$ cat config.mk
export PLATFORM = sky130hd
export DESIGN_NAME = uart_rx_fifo
export DESIGN_NICKNAME = d
export VERILOG_FILES = /design/src/rtl/uart_rx_fifo.sv
export SDC_FILE = /design/constraint.sdc
export NUM_CORES = 1
export LEC_CHECK = 0
export BUFFER_PORTS_ARGS = -buffer_cell sky130_fd_sc_hd__buf_2
export CAP_MARGIN = 20
export CORE_ASPECT_RATIO = 1.1
export CORE_MARGIN = 1.5
export CORE_UTILIZATION = 30
export DETAILED_ROUTE_END_ITERATION = 6
export GPL_ROUTABILITY_DRIVEN = 1
export HOLD_SLACK_MARGIN = 0.15
export PLACE_DENSITY_LB_ADDON = 0.1
export SYNTH_ARGS = -nofsm -noshare
export SYNTH_HDL_FRONTEND = slang
export SYNTH_SLANG_ARGS = --single-unit
export TNS_END_PERCENT = 10
$ cat constraint.sdc
create_clock -name Clock -period 3.8 [get_ports Clock]
set_input_delay 0.95 -clock Clock [delete_from_list [all_inputs] [get_ports Clock]]
set_output_delay 0.95 -clock Clock [all_outputs]
set_load 0.01 [all_outputs]
$ cat src/rtl/uart_rx_fifo.sv
// rtl/uart_rx_fifo.sv - 8N1 UART receiver with 3-sample majority vote feeding a small byte FIFO
// Sticky frame_err/overrun flags; a set event beats clear_err in the same cycle.
module uart_rx_fifo #(
  parameter int DIV        = 217,
  parameter int DEPTH_LOG2 = 2
) (
  input  logic                  Clock,
  input  logic                  Reset,
  input  logic                  RX,
  output logic [7:0]            data,
  output logic                  valid,
  input  logic                  pop,
  output logic [DEPTH_LOG2:0]   count,
  output logic                  frame_err,
  output logic                  overrun,
  input  logic                  clear_err
);

  localparam int CW    = $clog2(DIV);
  localparam int H     = DIV / 2;
  localparam int DEPTH = 1 << DEPTH_LOG2;

  localparam logic [CW-1:0]         C_LO  = CW'(H - 1);
  localparam logic [CW-1:0]         C_MID = CW'(H);
  localparam logic [CW-1:0]         C_HI  = CW'(H + 1);
  localparam logic [CW-1:0]         C_TOP = CW'(DIV - 1);
  localparam logic [CW-1:0]         C_ONE = CW'(1);
  localparam logic [DEPTH_LOG2:0]   FULL  = (DEPTH_LOG2 + 1)'(DEPTH);
  localparam logic [DEPTH_LOG2:0]   CNT1  = (DEPTH_LOG2 + 1)'(1);
  localparam logic [DEPTH_LOG2-1:0] PTR1  = DEPTH_LOG2'(1);

  typedef enum logic [2:0] {IDLE, START, DATA, STOP, BREAK} state_t;

  state_t                state, state_nx;
  logic                  rx_m, rx_s;
  logic [CW-1:0]         cnt;
  logic [2:0]            bit_idx;
  logic [7:0]            shreg;
  logic                  s_lo, s_mid;
  logic                  maj, at_hi, wrap, full, do_pop;
  logic                  push, set_fe, set_ov;
  logic [7:0]            mem [DEPTH];
  logic [DEPTH_LOG2-1:0] wptr, rptr;

  assign maj    = (s_lo & s_mid) | (s_lo & rx_s) | (s_mid & rx_s);
  assign at_hi  = (cnt == C_HI);
  assign wrap   = (cnt == C_TOP);
  assign full   = (count == FULL);
  assign valid  = (count != '0);
  assign do_pop = pop & valid;
  assign data   = mem[rptr];

  always_comb begin
    state_nx = state;
    push     = 1'b0;
    set_fe   = 1'b0;
    set_ov   = 1'b0;
    case (state)
      IDLE:  if (!rx_s) state_nx = START;
      START: begin
        if (at_hi && maj) state_nx = IDLE;
        else if (wrap)    state_nx = DATA;
      end
      DATA:  if (wrap && bit_idx == 3'd7) state_nx = STOP;
      STOP: begin
        if (at_hi) begin
          if (maj) begin
            state_nx = IDLE;
            // A pop in the same cycle frees the slot being written.
            if (!full || do_pop) push = 1'b1;
            else                 set_ov = 1'b1;
          end else begin
            state_nx = BREAK;
            set_fe   = 1'b1;
          end
        end
      end
      BREAK: if (rx_s) state_nx = IDLE;
      default: state_nx = IDLE;
    endcase
  end

  always_ff @(posedge Clock) begin
    if (Reset) begin
      rx_m      <= 1'b1;
      rx_s      <= 1'b1;
      state     <= IDLE;
      cnt       <= '0;
      bit_idx   <= '0;
      shreg     <= '0;
      s_lo      <= 1'b1;
      s_mid     <= 1'b1;
      wptr      <= '0;
      rptr      <= '0;
      count     <= '0;
      frame_err <= 1'b0;
      overrun   <= 1'b0;
    end else begin
      rx_m  <= RX;
      rx_s  <= rx_m;
      state <= state_nx;

      if (state == IDLE || state == BREAK || state_nx == IDLE || wrap) cnt <= '0;
      else                                                             cnt <= cnt + C_ONE;

      if (cnt == C_LO)  s_lo  <= rx_s;
      if (cnt == C_MID) s_mid <= rx_s;

      if (state == START && wrap) bit_idx <= '0;
      if (state == DATA) begin
        if (at_hi) shreg   <= {maj, shreg[7:1]};
        if (wrap)  bit_idx <= bit_idx + 3'd1;
      end

      if (push)   wptr <= wptr + PTR1;
      if (do_pop) rptr <= rptr + PTR1;
      case ({push, do_pop})
        2'b10:   count <= count + CNT1;
        2'b01:   count <= count - CNT1;
        default: count <= count;
      endcase

      frame_err <= set_fe | (frame_err & ~clear_err);
      overrun   <= set_ov | (overrun & ~clear_err);
    end
  end

  always_ff @(posedge Clock) begin
    if (push) mem[wptr] <= shreg;
  end

endmodule

# --- Word level (Yosys, flattened, before mapping) ---
# Memories as Yosys holds them, arrays and structs flattened. A register that Yosys moved wholly into a read port is not among the register bits.
# Index checks and enable logic that the tools add are counted.
totals:
  regBits: 35
  ram_bits: 32
  input_bits: 5
  n_memories: 1
mem_list:
  columns: ["memory", "depth", "word_bits", "rd", "rd_ports_with_merged_regs", "wr", "line_no", "source"]
  rows:
  - ["mem", 4, 8, 1, 1, 1, "42", "logic [7:0] mem [DEPTH];"]
op_classes:
  n_addsub: 6
  n_eq_ne: 12
  muxes: 27
  bitwise_logic: 11
  reduce_logical: 14
ops:
  columns: ["cell", "count"]
  rows:
  - ["$mux 3", 10]
  - ["$eq 8x7->1 const B", 3]
  - ["$pmux 3 s5", 1]
  - ["$mux 1", 13]
  - ["$eq 3x3->1 const B", 3]
  - ["$add 8x1->8 const B", 1]
  - ["$eq 8x8->1 const B", 1]
  - ["$add 3x1->3 const B", 2]
  - ["$and 1x1->1", 6]
  - ["$eq 3x2->1 const B", 2]
  - ["$logic_not 3->1", 2]
  - ["$pmux 3 s2", 1]
  - ["$add 2x1->2 const B", 2]
  - ["$logic_or 1x1->1", 4]
  - ["$mux 2", 2]
  - ["$or 1x1->1", 4]
  - ["$eq 3x1->1 const B", 1]
  - ["$logic_and 1x1->1", 3]
  - ["$reduce_bool 3->1", 1]
  - ["$sub 3x1->3 const B", 1]
  - ["$eq 2x1->1 const B", 1]
  - ["$eq 2x2->1 const B", 1]
  - ["$reduce_and 2->1", 1]
  - ["$reduce_bool 2->1", 1]
  - ["3 further kinds", 3]

# --- Depth between registers and ports, before layout ---
# Gate-level depths: netlist (run 1).
logic_depth:
  depth_word: 10
  mapped_depth: 12
  depth_no_buf: 12

# --- Worst setup path after synthesis (run 1) ---
# Ideal clock, no wire load.
synth_path:
  path_type: "input to register"
  from: "in pop"
  to: "reg count[2]"
  setup_time_ns: 0.071
  arrival_ns: 2.828
  required_time_ns: 3.729
  setup_slack_ns: 0.901
  path_stages: 9
  n_path_buf: 0
  cell_sequence: "nor4b_1 -> nor3_2 -> inv_1 -> ha_1 -> inv_1 -> fa_1 -> xor2_1 -> or3_1 -> a21oi_1"
synth_between:
  elab_chain_len: 8
  word_cells_on_any_way: 10
  classes_between: "eq/ne (2); mux (5); bitwise (1); reduce/logical (2)"
synth_lines:
  columns: ["element", "line_no", "source"]
  rows:
  - ["from (decl)", "12", "input logic pop,"]
  - ["$and 1x1->1 (*)", "50", "assign do_pop = pop & valid;"]
  - ["$logic_or 1x1->1", "70", "if (!full || do_pop) push = 1'b1;"]
  - ["$mux 1", "70", null]
  - ["$mux 1", "67", "if (maj) begin"]
  - ["$mux 1", "66", "if (at_hi) begin"]
  - ["$mux 1", "58", "case (state)"]
  - ["$eq 2x1->1 / $eq 2x2->1 (equally long branches)", "117", "case ({push, do_pop})"]
  - ["$pmux 3 s2 / $reduce_bool 2->1 (equally long branches)", null, null]
  - ["to (signal assigned)", "118", "2'b10: count <= count + CNT1;"]
  - ["to (signal assigned)", "119", "2'b01: count <= count - CNT1;"]
  - ["to (signal assigned)", "120", "default: count <= count;"]
  - ["to (decl)", "13", "output logic [DEPTH_LOG2:0] count,"]
# Every way passes the cells marked *; elsewhere a longest branch is shown, timed or not.
# A chain may end at the register's enable or synchronous reset.

==> results of run 1 <==
-- final cells by class --
class,count,share of cell area (%)
well taps,117,4.37
clock inverters,7,3.40
multi-input cells,138,33.6
clock buffers,9,3.70
repair buffers,19,2.91
flip-flops and latches,69,50.8
inverters,11,1.23
-- state kept, by name, summed over array words and instances, names as in the netlist, named ones only --
| register | flops |
|---|---|
| mem | 32 |
| cnt | 8 |
| shreg | 8 |
| count | 3 |
| state | 3 |
| bit_idx | 2 |
| rptr | 2 |
| wptr | 2 |
| frame_err | 1 |
| overrun | 1 |
| rx_m | 1 |
| rx_s | 1 |
| s_lo | 1 |
| s_mid | 1 |
-- per-layer routing --
metal | routed length, um | up-vias | track usage, %
li1 | - | 869 | -
met1 | 2430 | 808 | 12.3
met2 | 2620 | 20 | 19.3
met3 | 127 | 8 | 2.63
met4 | 109 | 0 | 5.90
met5 | 0 | - | 0
-- synth_stat cells (all sizes together) (4+ instances only) --
cell type / instances / area share, %
dfxtp: 37 / 25
nor2: 24 / 3.1
and2: 4 / 0.86
ha: 10 / 4.3
xnor2: 5 / 1.5
nand2: 9 / 1.2
inv: 11 / 1.4
a21oi: 10 / 1.7
a211oi: 9 / 2.7
mux4: 8 / 6.2
nand3: 6 / 1.0
buf: 5 / 1.2
xor2: 5 / 1.5
edfxtp: 32 / 33
mux2i: 11 / 3.8
-- logic make-up (layout without fill, tap and decap cells) --
family,Yosys count,in the layout,share of synthesized area [%]
AOI/OAI and AO/OA,28,28,7.25
DFF,69,69,58.3
and+or+nand+nor,69,69,13.1
xor gates and xnor gates,10,10,3.00
buffers and inverters,19,46,3.00
muxes,19,19,9.95
adders and majority gates,12,12,5.36
-- layout by cell type (no fill, tap or decap), types with 2 or more instances in the layout --
cell and n:
nor2_1 24, a22oi_1 2, edfxtp_1 32, a211oi_1 8, mux2i_1 11, dfxtp_1 37, a21oi_1 10, and2_1 4
or3_1 2, nand3_1 6, xor2_1 5, nand2_1 9, xnor2_1 5, buf_2 18, bufinv_16 3, and3_1 3
clkbuf_8 9, nand2b_1 2, ha_1 10, clkinv_1 2, nand4_1 2, or2_2 2, nor3_1 2, o21ai_0 3
inv_1 11, mux4_2 8, and3b_1 2
-- power by group --
group / total, mW / internal [mW] / switching (mW)
Combinational: 0.0173 / 0.00590 / 0.0114
Clock: 0.705 / 0.432 / 0.273
Sequential: 0.773 / 0.771 / 0.00185
-- path summary, 6_finish.rpt --
check | to | slack, ns | cells after the start
max | data[7] | 1.04 | 2
min | rx_s | 0.41 | 1
max reg2reg | count[2] | 1.33 | 11
min reg2reg | rx_s | 0.41 | 1
==> results.cfg, run 1 <==
[outcome]
outcome = complete, no violations

[min_path]
min_path_type = register to register
hold_path_startpoint = rx_m

[layout]
drive_gt1_share_pct = 19.8
fin_cells = 370
antenna_cells_inserted = 0
final_util_pct = 35.7
layout.area.seq_mm2 = 0.00170
nNetsFinal = 264
multi_input_gate_area_in_the_final_layout_mm2 = 0.00113
final.fill_count = 919
syn2layout_area_growth_pct = 14.9
finalInstanceArea_mm2 = 0.00335

[worst_setup_path]
timing.critical_path.to_type = primary output
worstPathMaxFanout = 8
cp_slowest_stage_delay_ns = 0.72
critPathRequiredTime_ns = 2.85
worst_setup_path_start_kind = register
cp_top_family = flip-flops
critPathBufInv = 1
worst_path_max_delay_cell = dfxtp_1
critPathKind = register to primary output
r2r_start = cnt[0]
crit_chain = mux4_2, buf_2
worstPathArrival_ns = 1.81

[timing]
fin_hold_ws_ns = 0.409
fmaxAchievable_ghz = 0.362
timing.final.setup_violations = 0
worst_setup_slack_after_layout_ns = 1.04
worst-slew-pin-transition_ns = 0.612
min_period_over_period_pct = 72.7
setup_total_negative_slack_ns = 0
period_needed_ns = 2.76
final-hold-violation-count = 0
max-slew-margin-rel_pct = 59.1
drv_slew = 0
rsz0062_at_grt = no
fin_skew_ns = 0.0100

[global_routing]
global_route_wire_length_before_repair_um = 8650
grt_antenna_before_repair = 0
global_route.overflow_total = 0
number_of_global_route_vias_before_repair = 1702
grt_start_max_net_pins = 30
grt_use_total_pct = 11.0

[die]
start_util_pct = 31.0
floorplan.die.height_um = 106
fp.dieArea_mm2 = 0.0103
die_x_um = 97.0
pin_count = 19
placementRows = 37
core_area_mm2 = 0.00940

[placement]
placed_cells = 354
io_buffer_count = 18
dp_worst_setup_slack_ns = 0.901
finalWeightedCongestion = 0.682
detailed_place_hpwl_um = 3510
total_placed_instance_area_mm2 = 0.00311

[clocking]
cts.repair_timing.setup_buffer_count = 0
insertion_delay_ns = 0.34
cts_resized = 0
cts_tree = yes
cts.reportedPaths.clkPinSlew_ns = 0.08
ctsHtreeMaxLevel = 3
cts_made_buffers = 9
cell_at_the_root_of_the_clock_tree = clkbuf_8
cts.path.max_buffers = 2
clock_sink_count = 69
holdBufCountCts = 0

[power_and_ir_drop]
total_power_mw = 1.50
peak_supply_drop_mv = 0.180
power-per-cell-area_mw_per_mm2 = 446
static-leakage-power_nw = 1.14

[yosys]
avgSynthCellArea_um2 = 12.9
portion_of_the_post_synthesis_area_used_by_sequential_elements_pct = 58.3
synth_flop_cell = dfxtp_1
ys.warnings.count = 0
mappedNetlistArea_mm2 = 0.00292
post_synth_num_cell_types = 46
yosys_reg_bits = 69
synthesized_nets = 242
ys_async_sr_fraction_pct = 0
postSynthCellCount = 226
number_of_enable_flip_flop_cells_after_synthesis = 32

[route]
total_routed_length_um = 5290
drtIter0Drc = 32
drc_errors = 0
ant_nets = 0
dr_total_vias = 1705
viasPerCell = 4.61
drt_first_pass_iters = 4
post_drt_wl_per_cell_um = 14.3

[job]
max-cap-violations = 0
(Power assumes the default switching activity.)
==> run 2, diff against run 1 <==
- clock period: 3.8 -> 2.6 ns (I/O delays scaled with it)
==> results.cfg, run 2 (synthesized netlist as in run 1, its figures left out) <==
[clocking]
cts.path.max_buffers = 2
holdBufCountCts = 0
cts_made_buffers = 9
insertion_delay_ns = 0.35
cts_tree = yes
cell_at_the_root_of_the_clock_tree = clkbuf_8
ctsHtreeMaxLevel = 3
clock_sink_count = 69
cts.reportedPaths.clkPinSlew_ns = 0.08

[timing]
fin_skew_ns = 0.00707
drv_slew = 0
max-slew-margin-rel_pct = 63.3
fin_hold_ws_ns = 0.412
period_needed_ns = 2.35
fmaxAchievable_ghz = 0.426
final-hold-violation-count = 0
worst-slew-pin-transition_ns = 0.551
setup_total_negative_slack_ns = 0
min_period_over_period_pct = 90.4
timing.final.setup_violations = 0
rsz0062_at_grt = no

[placement]
io_buffer_count = 18
total_placed_instance_area_mm2 = 0.00317
finalWeightedCongestion = 0.715
detailed_place_hpwl_um = 3470

[power_and_ir_drop]
peak_supply_drop_mv = 0.227
power-per-cell-area_mw_per_mm2 = 641
total_power_mw = 2.19
static-leakage-power_nw = 1.19

[worst_setup_path]
critPathRequiredTime_ns = 2.88
reg2regPathDepth = 12
timing.critical_path.from = cnt[1]
worstPathArrival_ns = 2.63
worstPathMaxFanout = 6
worst_setup_path_start_kind = register
r2r_start = cnt[1]
critPathKind = register to register
timing.critical_path.to_type = register

[global_routing]
grt_start_max_net_pins = 30
global_route.overflow_total = 0
grt_antenna_before_repair = 0
global_route_wire_length_before_repair_um = 8670
number_of_global_route_vias_before_repair = 1759
grt_use_total_pct = 11.0

[layout]
reg.largest.list = mem (32), cnt (8), shreg (8)
largest_reg_flops = 32
final.fill_count = 918
layout.cells.most_common = dfxtp_1
antenna_cells_inserted = 0
syn2layout_area_growth_pct = 17.1
commonest_cells_after_routing_fill_and_taps_aside = 37 x dfxtp_1, 32 x edfxtp_1, 24 x nor2_1
finalInstanceArea_mm2 = 0.00342
drive_gt1_share_pct = 23.1
nNetsFinal = 272
registers.top_by_ff_count = mem

[min_path]
min_path_type = register to register
hold_path_startpoint = rx_m
hold_path_depth = 1

[die]
floorplan.die.height_um = 106
start_util_pct = 31.0
fp.dieArea_mm2 = 0.0103
core_area_mm2 = 0.00940
pin_count = 19
die_x_um = 97.0
placementRows = 37

[route]
drtIter0Drc = 60
viasPerCell = 4.74
dr_wl_met3_um = 155
ant_nets = 0
dr_total_vias = 1786
total_routed_length_um = 5100
post_drt_wl_per_cell_um = 13.5
met1Wirelength_um = 2330
top_routing_layer_in_use = met4
drc_errors = 0
drt_first_pass_iters = 5
wl_met2_um = 2420

[outcome]
outcome = complete, no violations

[job]
max-cap-violations = 0
## run 2: metal layers
metal / up-vias / track usage [%]
li1: 883 / -
met1: 864 / 13.0
met2: 25 / 17.5
met3: 14 / 2.43
met4: 0 / 8.18
met5: - / 0
## run 2: metrics by stage
step	utilization [%]	cells	setup slack [ns]
after global routing	36.3	377	0.0631
after global placement	33.8	362	0.0522
final	36.3	377	0.251
after detailed placement	33.8	362	0.0606
after CTS	36.3	377	0.149
after floorplan	-	226	0.000931
## run 2: power by group
group / internal [mW] / switching (mW) / leakage (nW)
clock: 0.633 / 0.402 / 0.119
combinational: 0.00933 / 0.0173 / 0.477
sequential: 1.13 / 0.00238 / 0.595
## run 2: layout make-up
type	instances	area [um^2]	share of cell area, %
Clock buffer	9	124	3.63
Multi-Input combinational cell	138	1130	33.2
Timing Repair Buffer	27	158	4.62
Sequential cell	69	1700	49.8
Inverter	11	41.3	1.21
Tap cell	117	146	4.29
Clock inverter	6	113	3.30
## run 2: path summary, 6_finish.rpt
path / slack, ns / endpoint
worst max-delay path: 0.25 / count[2]
worst min-delay path: 0.41 / rx_s
worst max register to register: 0.25 / count[2]
worst min register to register: 0.41 / rx_s
## run 2: timing repair
item | CTS | global route
buffers inserted | 0 | 0
resized for setup | 0 | 1
setup endpoints to repair | 0 | 1
## run 2: critical path: stages (launching register included)
cell	delay [ns]
dfxtp_1	0.38
inv_1	0.07
ha_1	0.17
and3_1	0.24
nand3_2	0.14
nor3_2	0.06
inv_1	0.05
ha_1	0.16
inv_1	0.06
fa_1	0.37
xor2_1	0.15
or3_1	0.30
a21oi_1	0.13
